## config.mk

```make
export PLATFORM = sky130hd
export DESIGN_NAME = dft_frame_packer
export DESIGN_NICKNAME = d
export VERILOG_FILES = /design/src/rtl/dft_frame_packer.sv
export SDC_FILE = /design/constraint.sdc
export NUM_CORES = 1
export LEC_CHECK = 0
export BUFFER_PORTS_ARGS = -buffer_cell sky130_fd_sc_hd__buf_2
export CORE_UTILIZATION = 38
export CTS_CLUSTER_DIAMETER = 120
export CTS_CLUSTER_SIZE = 24
export DETAILED_ROUTE_END_ITERATION = 6
export GPL_TIMING_DRIVEN = 0
export PLACE_DENSITY = 0.56
export SLEW_MARGIN = 20
export SYNTH_ARGS = -nofsm -noshare
export SYNTH_HDL_FRONTEND = slang
export SYNTH_SLANG_ARGS = --single-unit
```

## constraint.sdc

```tcl
create_clock -name clk -period 6 [get_ports clk]
set_input_delay 1.2 -clock clk [delete_from_list [all_inputs] [get_ports clk]]
set_output_delay 1.2 -clock clk [all_outputs]
set_load 0.005 [all_outputs]
```

## src/rtl/dft_frame_packer.sv

```systemverilog
// dft_frame_packer: turns a per-frame config plus a raw I/Q stream into
// sop/eop framed traffic for the mixed-radix DFT core. It forces an idle gap
// after each frame and rejects lengths the core cannot run.
module dft_frame_packer #(
  parameter int DW         = 18,
  parameter int CNT_W      = 16,
  parameter int GAP_CYCLES = 16,
  parameter int FCNT_W     = 8
) (
  input  logic              clk,
  input  logic              rst_n,
  input  logic              cfg_valid,
  output logic              cfg_ready,
  input  logic [11:0]       cfg_pts,
  input  logic              cfg_inverse,
  input  logic              abort,
  input  logic              s_valid,
  output logic              s_ready,
  input  logic [DW-1:0]     s_real,
  input  logic [DW-1:0]     s_imag,
  output logic              m_valid,
  input  logic              m_ready,
  output logic              m_sop,
  output logic              m_eop,
  output logic [DW-1:0]     m_real,
  output logic [DW-1:0]     m_imag,
  output logic [5:0]        m_size,
  output logic              m_inverse,
  output logic              cfg_err,
  output logic [FCNT_W-1:0] frames_done
);

  typedef enum logic [1:0] {IDLE, STREAM, GAP} state_t;

  // Last value of the gap counter before returning to IDLE.
  localparam logic [CNT_W-1:0] GAP_LAST = CNT_W'((GAP_CYCLES > 0) ? GAP_CYCLES - 1 : 0);

  // Maps a point count onto the core's size code; bit 6 flags a supported length.
  function automatic logic [6:0] size_lookup(input logic [11:0] pts);
    logic       ok;
    logic [5:0] code;
    ok   = 1'b1;
    code = 6'd0;
    case (pts)
      12'd12:   code = 6'd0;
      12'd24:   code = 6'd1;
      12'd36:   code = 6'd2;
      12'd48:   code = 6'd3;
      12'd60:   code = 6'd4;
      12'd72:   code = 6'd5;
      12'd96:   code = 6'd6;
      12'd108:  code = 6'd7;
      12'd120:  code = 6'd8;
      12'd144:  code = 6'd9;
      12'd180:  code = 6'd10;
      12'd192:  code = 6'd11;
      12'd216:  code = 6'd12;
      12'd240:  code = 6'd13;
      12'd288:  code = 6'd14;
      12'd300:  code = 6'd15;
      12'd324:  code = 6'd16;
      12'd360:  code = 6'd17;
      12'd384:  code = 6'd18;
      12'd432:  code = 6'd19;
      12'd480:  code = 6'd20;
      12'd540:  code = 6'd21;
      12'd576:  code = 6'd22;
      12'd600:  code = 6'd23;
      12'd648:  code = 6'd24;
      12'd720:  code = 6'd25;
      12'd768:  code = 6'd26;
      12'd864:  code = 6'd27;
      12'd900:  code = 6'd28;
      12'd960:  code = 6'd29;
      12'd972:  code = 6'd30;
      12'd1080: code = 6'd31;
      12'd1152: code = 6'd32;
      12'd1200: code = 6'd33;
      default:  ok   = 1'b0;
    endcase
    return {ok, code};
  endfunction

  state_t             state, state_nxt;
  logic [6:0]         lk;
  logic               cfg_ok;
  logic               cfg_fire, s_fire, m_fire, eop_fire;
  logic [11:0]        pts_q;
  logic [CNT_W-1:0]   smp_cnt, gap_cnt;
  logic               last_smp;
  // Set once the eop sample sits in the output register; blocks further input.
  logic               eop_pend;

  assign lk       = size_lookup(cfg_pts);
  assign cfg_ok   = lk[6];
  assign cfg_fire = cfg_valid && cfg_ready;
  assign s_fire   = s_valid && s_ready;
  assign m_fire   = m_valid && m_ready;
  assign eop_fire = m_fire && m_eop;
  assign last_smp = (smp_cnt == (CNT_W'(pts_q) - CNT_W'(1)));

  // State register.
  always_ff @(posedge clk or negedge rst_n) begin
    if (!rst_n) state <= IDLE;
    else        state <= state_nxt;
  end

  // Next state and handshake readies; abort overrides every transition.
  always_comb begin
    state_nxt = state;
    cfg_ready = 1'b0;
    s_ready   = 1'b0;
    case (state)
      IDLE: begin
        cfg_ready = 1'b1;
        if (cfg_valid && cfg_ok) state_nxt = STREAM;
      end
      STREAM: begin
        s_ready = !eop_pend && (!m_valid || m_ready);
        if (eop_fire) state_nxt = (GAP_CYCLES == 0) ? IDLE : GAP;
      end
      GAP: begin
        if (gap_cnt == GAP_LAST) state_nxt = IDLE;
      end
      default: state_nxt = IDLE;
    endcase
    if (abort) state_nxt = IDLE;
  end

  // Frame config latch; an aborted handshake leaves the old config in place.
  always_ff @(posedge clk or negedge rst_n) begin
    if (!rst_n) begin
      pts_q     <= '0;
      m_size    <= '0;
      m_inverse <= 1'b0;
    end else if (cfg_fire && cfg_ok && !abort) begin
      pts_q     <= cfg_pts;
      m_size    <= lk[5:0];
      m_inverse <= cfg_inverse;
    end
  end

  // One-cycle pulse for a rejected length.
  always_ff @(posedge clk or negedge rst_n) begin
    if (!rst_n) cfg_err <= 1'b0;
    else        cfg_err <= cfg_fire && !cfg_ok && !abort;
  end

  // Gap counter runs only while staying in GAP, restarting at 0 on entry.
  always_ff @(posedge clk or negedge rst_n) begin
    if (!rst_n)                                  gap_cnt <= '0;
    else if (state == GAP && state_nxt == GAP)   gap_cnt <= gap_cnt + CNT_W'(1);
    else                                         gap_cnt <= '0;
  end

  // Single output register with sample numbering; holds its contents while stalled.
  always_ff @(posedge clk or negedge rst_n) begin
    if (!rst_n) begin
      m_valid  <= 1'b0;
      m_sop    <= 1'b0;
      m_eop    <= 1'b0;
      m_real   <= '0;
      m_imag   <= '0;
      smp_cnt  <= '0;
      eop_pend <= 1'b0;
    end else if (abort) begin
      m_valid  <= 1'b0;
      m_sop    <= 1'b0;
      m_eop    <= 1'b0;
      smp_cnt  <= '0;
      eop_pend <= 1'b0;
    end else begin
      if (s_fire) begin
        m_valid <= 1'b1;
        m_real  <= s_real;
        m_imag  <= s_imag;
        m_sop   <= (smp_cnt == '0);
        m_eop   <= last_smp;
        if (last_smp) begin
          eop_pend <= 1'b1;
          smp_cnt  <= '0;
        end else begin
          smp_cnt  <= smp_cnt + CNT_W'(1);
        end
      end else if (m_fire) begin
        m_valid <= 1'b0;
      end
      if (eop_fire) eop_pend <= 1'b0;
    end
  end

  // Completed-frame counter, wraps naturally.
  always_ff @(posedge clk or negedge rst_n) begin
    if (!rst_n)                  frames_done <= '0;
    else if (eop_fire && !abort) frames_done <= frames_done + FCNT_W'(1);
  end

endmodule

```

* Word level (Yosys, flattened, before mapping)
Cells that the tools add are included.
** Cells by class
- Add/sub/neg operators :: 4
- Mux-type cells :: 24
- Eq/ne operators :: 39
- Bitwise logic cells :: 1
- Reductions and logical operators :: 26
** Operators with widths (count)
- $pmux 6 s33 :: 1
- $eq 12x10->1 const B :: 10
- $eq 12x9->1 const B :: 7
- $mux 16 :: 4
- $eq 12x8->1 const B :: 5
- $eq 12x7->1 const B :: 4
- $eq 12x11->1 const B :: 3
- $eq 12x6->1 const B :: 3
- $reduce_or 34->1 :: 1
- $add 16x1->16 const B :: 2
- $eq 16x16->1 :: 1
- $eq 16x4->1 const B :: 1
- $logic_not 16->1 :: 1
- $mux 1 :: 14
- $sub 12x1->13 const B :: 1
- $eq 12x4->1 const B :: 1
- $eq 12x5->1 const B :: 1
- $logic_and 1x1->1 :: 12
- $reduce_bool 3->1 :: 3
- $add 8x1->8 const B :: 1
- $mux 2 :: 4
- $pmux 2 s3 :: 1
- $eq 2x2->1 const B :: 2
- $logic_not 1->1 :: 4
- other kinds (6) :: 7
** Word-level totals
- Input bits :: 55
- Output and inout bits :: 57
- Logic and storage cells :: 108
- Register bits after elaboration :: 102

* Longest topological paths before layout
- Word-level depth :: 10
- Depth in mapped cells :: 10
- Gate-level depth less buffers :: 9

* Worst setup path before layout
No wires, ideal clock.
- Path kind :: input-to-reg
- From :: input cfg_pts[9]
- To :: register m_inverse
- Buffers on the path :: 3
- Arrival :: 3088 ps
- Required time :: 5875 ps
- Library setup time :: 125 ps
- Cell stages on the path :: 10
- Path slack :: 2787 ps
- Cells stage by stage :: buf_6 or4b_1 buf_2 nor4_1 a311oi_1 o21a_1 nand3_2 o21ai_2 buf_6 mux2_4
** On the way
- Word-level cells in the longest chain between the ends :: 5
- Elaborated cells on any way between the ends :: 38
- Those cells by class :: eq/ne (34); mux (1); reduce/logical (3)
** Ends and longest elaborated chain
- start: declaration :: line 14 : input logic [11:0] cfg_pts,
- $eq 12x11->1, or another cell as far along :: line 44 : case (pts)
- $reduce_or 34->1 (no line) (*)
- $mux 1 (*) :: line 44
- $logic_and 1x1->1 (*) (2 in a row) :: line 136 : end else if (cfg_fire && cfg_ok && !abort) begin
- end signal: assignment :: line 139 : m_inverse <= cfg_inverse;
- end: declaration :: line 28 : output logic m_inverse,
Mark *: on every way between the ends. The rest lies on a longest branch, timed or not.
A chain may end at the register's enable or synchronous reset.

* Worst setup path in the final report
- From :: input cfg_pts[5]
- To :: register m_size[4]
** On the way
- Word-level cells in the longest chain between the ends :: 5
- Elaborated cells on any way between the ends :: 39
- Those cells by class :: eq/ne (34); mux (2); reduce/logical (3)
** Ends and longest elaborated chain
- $eq 12x11->1, or another cell as far along :: line 44
- $reduce_or 34->1 (no line)
- $mux 1 :: line 44
- $logic_and 1x1->1 (2 in a row) :: line 136
- end signal: assignment :: line 138 : m_size <= lk[5:0];
- end: declaration :: line 27 : output logic [5:0] m_size,
Several ways; a longest one is shown, not always the timed one.

==> results.md <==
- Status: finished, final reports clean
- Largest net degree at the start of global routing: 66
- Clock Latency Late Sink: 0.35 ns
- WP data arrival: 3.49 ns
- Placed standard-cell area: 6501 µm²
- Tot GR Track Use: 18.56%
- Longest Clk Path Bufs: 2
- FF+latch area: 2552 µm²
- Synth-to-Final Area Change: 18.96%
- Die X: 124.5 µm
- Yosys Warn Count: 0
- Sequential fraction of the synthesis area: 44.77%
- Reg clk slew, reported paths: 0.07 ns
- Cell variety after synth: 69
- Leak: 3.190 nW
- Crit-path max FO: 10
- Vias per cell: 5.405
- Synth Instances: 554
- F_max: 307.8 MHz
- Routed len/inst: 15.97 µm
- 1st-iter DRT viols: 238
- First-pass GRT wire length: 23480 µm
- Count of buffers from port buffering: 107
- Number of global-route vias before repair: 4568
- Clock tree sinks: 102
- Die H: 124.5 µm
- Max-slew violation count: 0
- Top Ports: 112
- Starting density of the core: 39.08%
- Crit path capture type: flop
- Final Hold Vio Count: 0
- Crit Path Category: input pin to flop
- Final core utilization: 46.49%
- Power Density: 223.6 nW/µm²
- Worst Tran Pin Value: 0.7517 ns
- Worst Hold Class: flop to flop
- Setup Fix Bufs, Post-CTS: 0
- Clk_skew: 0.006707 ns
- Die area: 15500 µm²
- Startpoint types: input pin
- Multi-input gate area: 2938 µm²
- Pwr Total: 1.516 mW
- Share of cells above drive strength 1: 31.27%
- Drt pass-1 iters: 5
- Relative slew slack: 49.78%
- Unrepaired setup endpoints after global routing: no
- Clock Tree Root: clkbuf_16
- Post-route minimum period: 3.249 ns
- FILL cells: 1376
- Hold_buf cts: 0
- Final-report setup violation count: 0
- Core area: 14590 µm²
- Largest stage delay on the critical path: 0.66 ns
- Post-synthesis cell area: 5702 µm²
- Num rows: 44
- Worst EP required: 6.24 ns
- CP top delay family: simple AND/OR/NAND/NOR gates
- Vias: 4659
- Inserted Diodes: 0
- Synth Flop Type: dfrtp_1
- Post-route cell area: 6783 µm²
- CTS resizes: 0
- CTS Buf Count: 9
- Worst VDD drop: 0.1440 mV
- Setup TNS: 0 ns
- Most frequent CP cell: buf_2
- Worst path slowest cell: or4b_2
- CTS tree: built
- Net Count, Synth: 614
- Routability congestion estimate: 0.8847
- Critical path buffers and inverters: 2
- Cell Chain, Critical Path: buf_2 > buf_2 > nor2_1 > and4_1 > a22o_1 > nor3_1 > or4b_2 > mux2_4
- Post-DRT Antenna Nets: 0
- DRT Wirelength: 13760 µm
- Final Hold Slack: 0.4669 ns
- DRC: 0
- Post-synth EDFFs: 0
- FFs w/ async S/R, synth: 100.0%
- Syn Area/Cell: 10.29 µm²
- Initial antenna violation count: 0
- Yosys reg bits: 102
- GRT overflow: 0
- Post-layout nets: 733
- Post-detail-place hpwl: 10180 µm
- Max_cap viols: 0
- Final Cycle Share: 54.15%
- H-Tree Depth: 3
==> worst paths after layout <==
check | start | end | slack, ns | cells past startpoint
max in group asynchronous | rst_n | pts_q[1] | 4.62 | 2
setup / recovery | cfg_pts[5] | m_size[4] | 2.75 | 8
min in group asynchronous | rst_n | m_imag[17] | 0.75 | 1
setup reg to reg | pts_q[0] | smp_cnt[10] | 3.00 | 10
hold reg to reg | gap_cnt[0] | gap_cnt[0] | 0.47 | 1
hold / removal | gap_cnt[0] | gap_cnt[0] | 0.47 | 1
==> metrics by stage <==
stage                     std cells  worst slack [ns]
after floorplan                 554             2.787
after global placement          845             2.357
after detailed placement        846             2.368
after CTS                       862             2.737
after global routing            862             2.572
final                           862             2.751
==> placed cells by master, fill, tap and decap left out, drive strengths merged, types with 2 or more instances in the layout <==
cell / count
nor4b: 7
or4: 7
a22o: 2
nor3: 17
nand4b: 2
nor2b: 8
nand2: 33
nor3b: 2
buf: 130
dfrtp: 102
ha: 5
nor2: 59
clkinv: 3
or2: 5
a311oi: 2
and3: 11
inv: 12
and4: 4
nand2b: 5
xor2: 25
mux2i: 3
mux2: 52
or4b: 6
nand3: 24
nand4: 8
o22ai: 5
o21ai: 15
nand3b: 3
a21oi: 15
clkbuf: 20
and2: 4
o31ai: 4
nor4: 20
or3: 5
o21a: 4
xnor2: 29
==> flip-flops by register name (all words and copies together), names as in the netlist <==
signal and flops:
cfg_err 1, eop_pend 1, frames_done 8, gap_cnt 16, m_eop 1, m_imag 18, m_inverse 1, m_real 18
m_size 6, m_sop 1, m_valid 1, pts_q 12, smp_cnt 16, state 2
==> per-layer routing <==
metal | vias up | GRT usage (%) | routed length [µm]
met5 | - | 0 | 0
met4 | 0 | 7.371 | 189
met3 | 17 | 3.393 | 736
met2 | 186 | 28.44 | 6342
met1 | 2222 | 25.84 | 6494
li1 | 2234 | - | -
==> worst register-to-register path, cell delays in order, from the launching register on <==
cell     delay (ns)
dfrtp_1        0.43
inv_1          0.08
ha_1           0.22
or4b_1         0.58
nor4_2         0.34
mux2i_1        0.27
nand3_1        0.15
nor4b_4        0.38
a21o_1         0.20
buf_4          0.18
nor2_1         0.07
==> power breakdown <==
part	internal [mW]	switching [mW]	leakage, nW
combinational	0.107	0.111	1.67
clock	0.287	0.273	0.137
sequential	0.718	0.0202	1.39
==> area by class of cell <==
cell class	count	area share [%]
inverter	9	0.4981
timing repair buffer	108	8.393
clock buffer	9	3.320
sequential	102	37.63
tap	184	3.394
clock inverter	7	0.8301
multi-input combinational	410	43.31
buffer	33	2.619
==> cells in the mapped netlist (11+ instances only) <==
library cell	count	area [µm²]
a21oi_1	14	70.07
and3_1	11	68.82
buf_2	16	80.08
clkbuf_1	11	41.29
dfrtp_1	102	2552
mux2_2	38	427.9
mux2_4	14	210.2
nand2_1	33	123.9
nand3_1	23	115.1
nor2_1	59	221.5
nor3_1	16	80.08
nor4_1	17	106.4
o21ai_0	12	60.06
xnor2_1	29	254.0
xor2_1	25	219.0
==> kinds of logic after synthesis <==
family / Yosys count / share of synthesized area (%)
simple gates: 233 / 22.95
fa+ha+maj: 5 / 1.097
flops: 102 / 44.77
compound gates: 63 / 7.462
buf+inv: 42 / 3.709
xor+xnor: 54 / 8.295
mux: 55 / 11.72
Note: power is estimated with default switching activity, not from simulation.
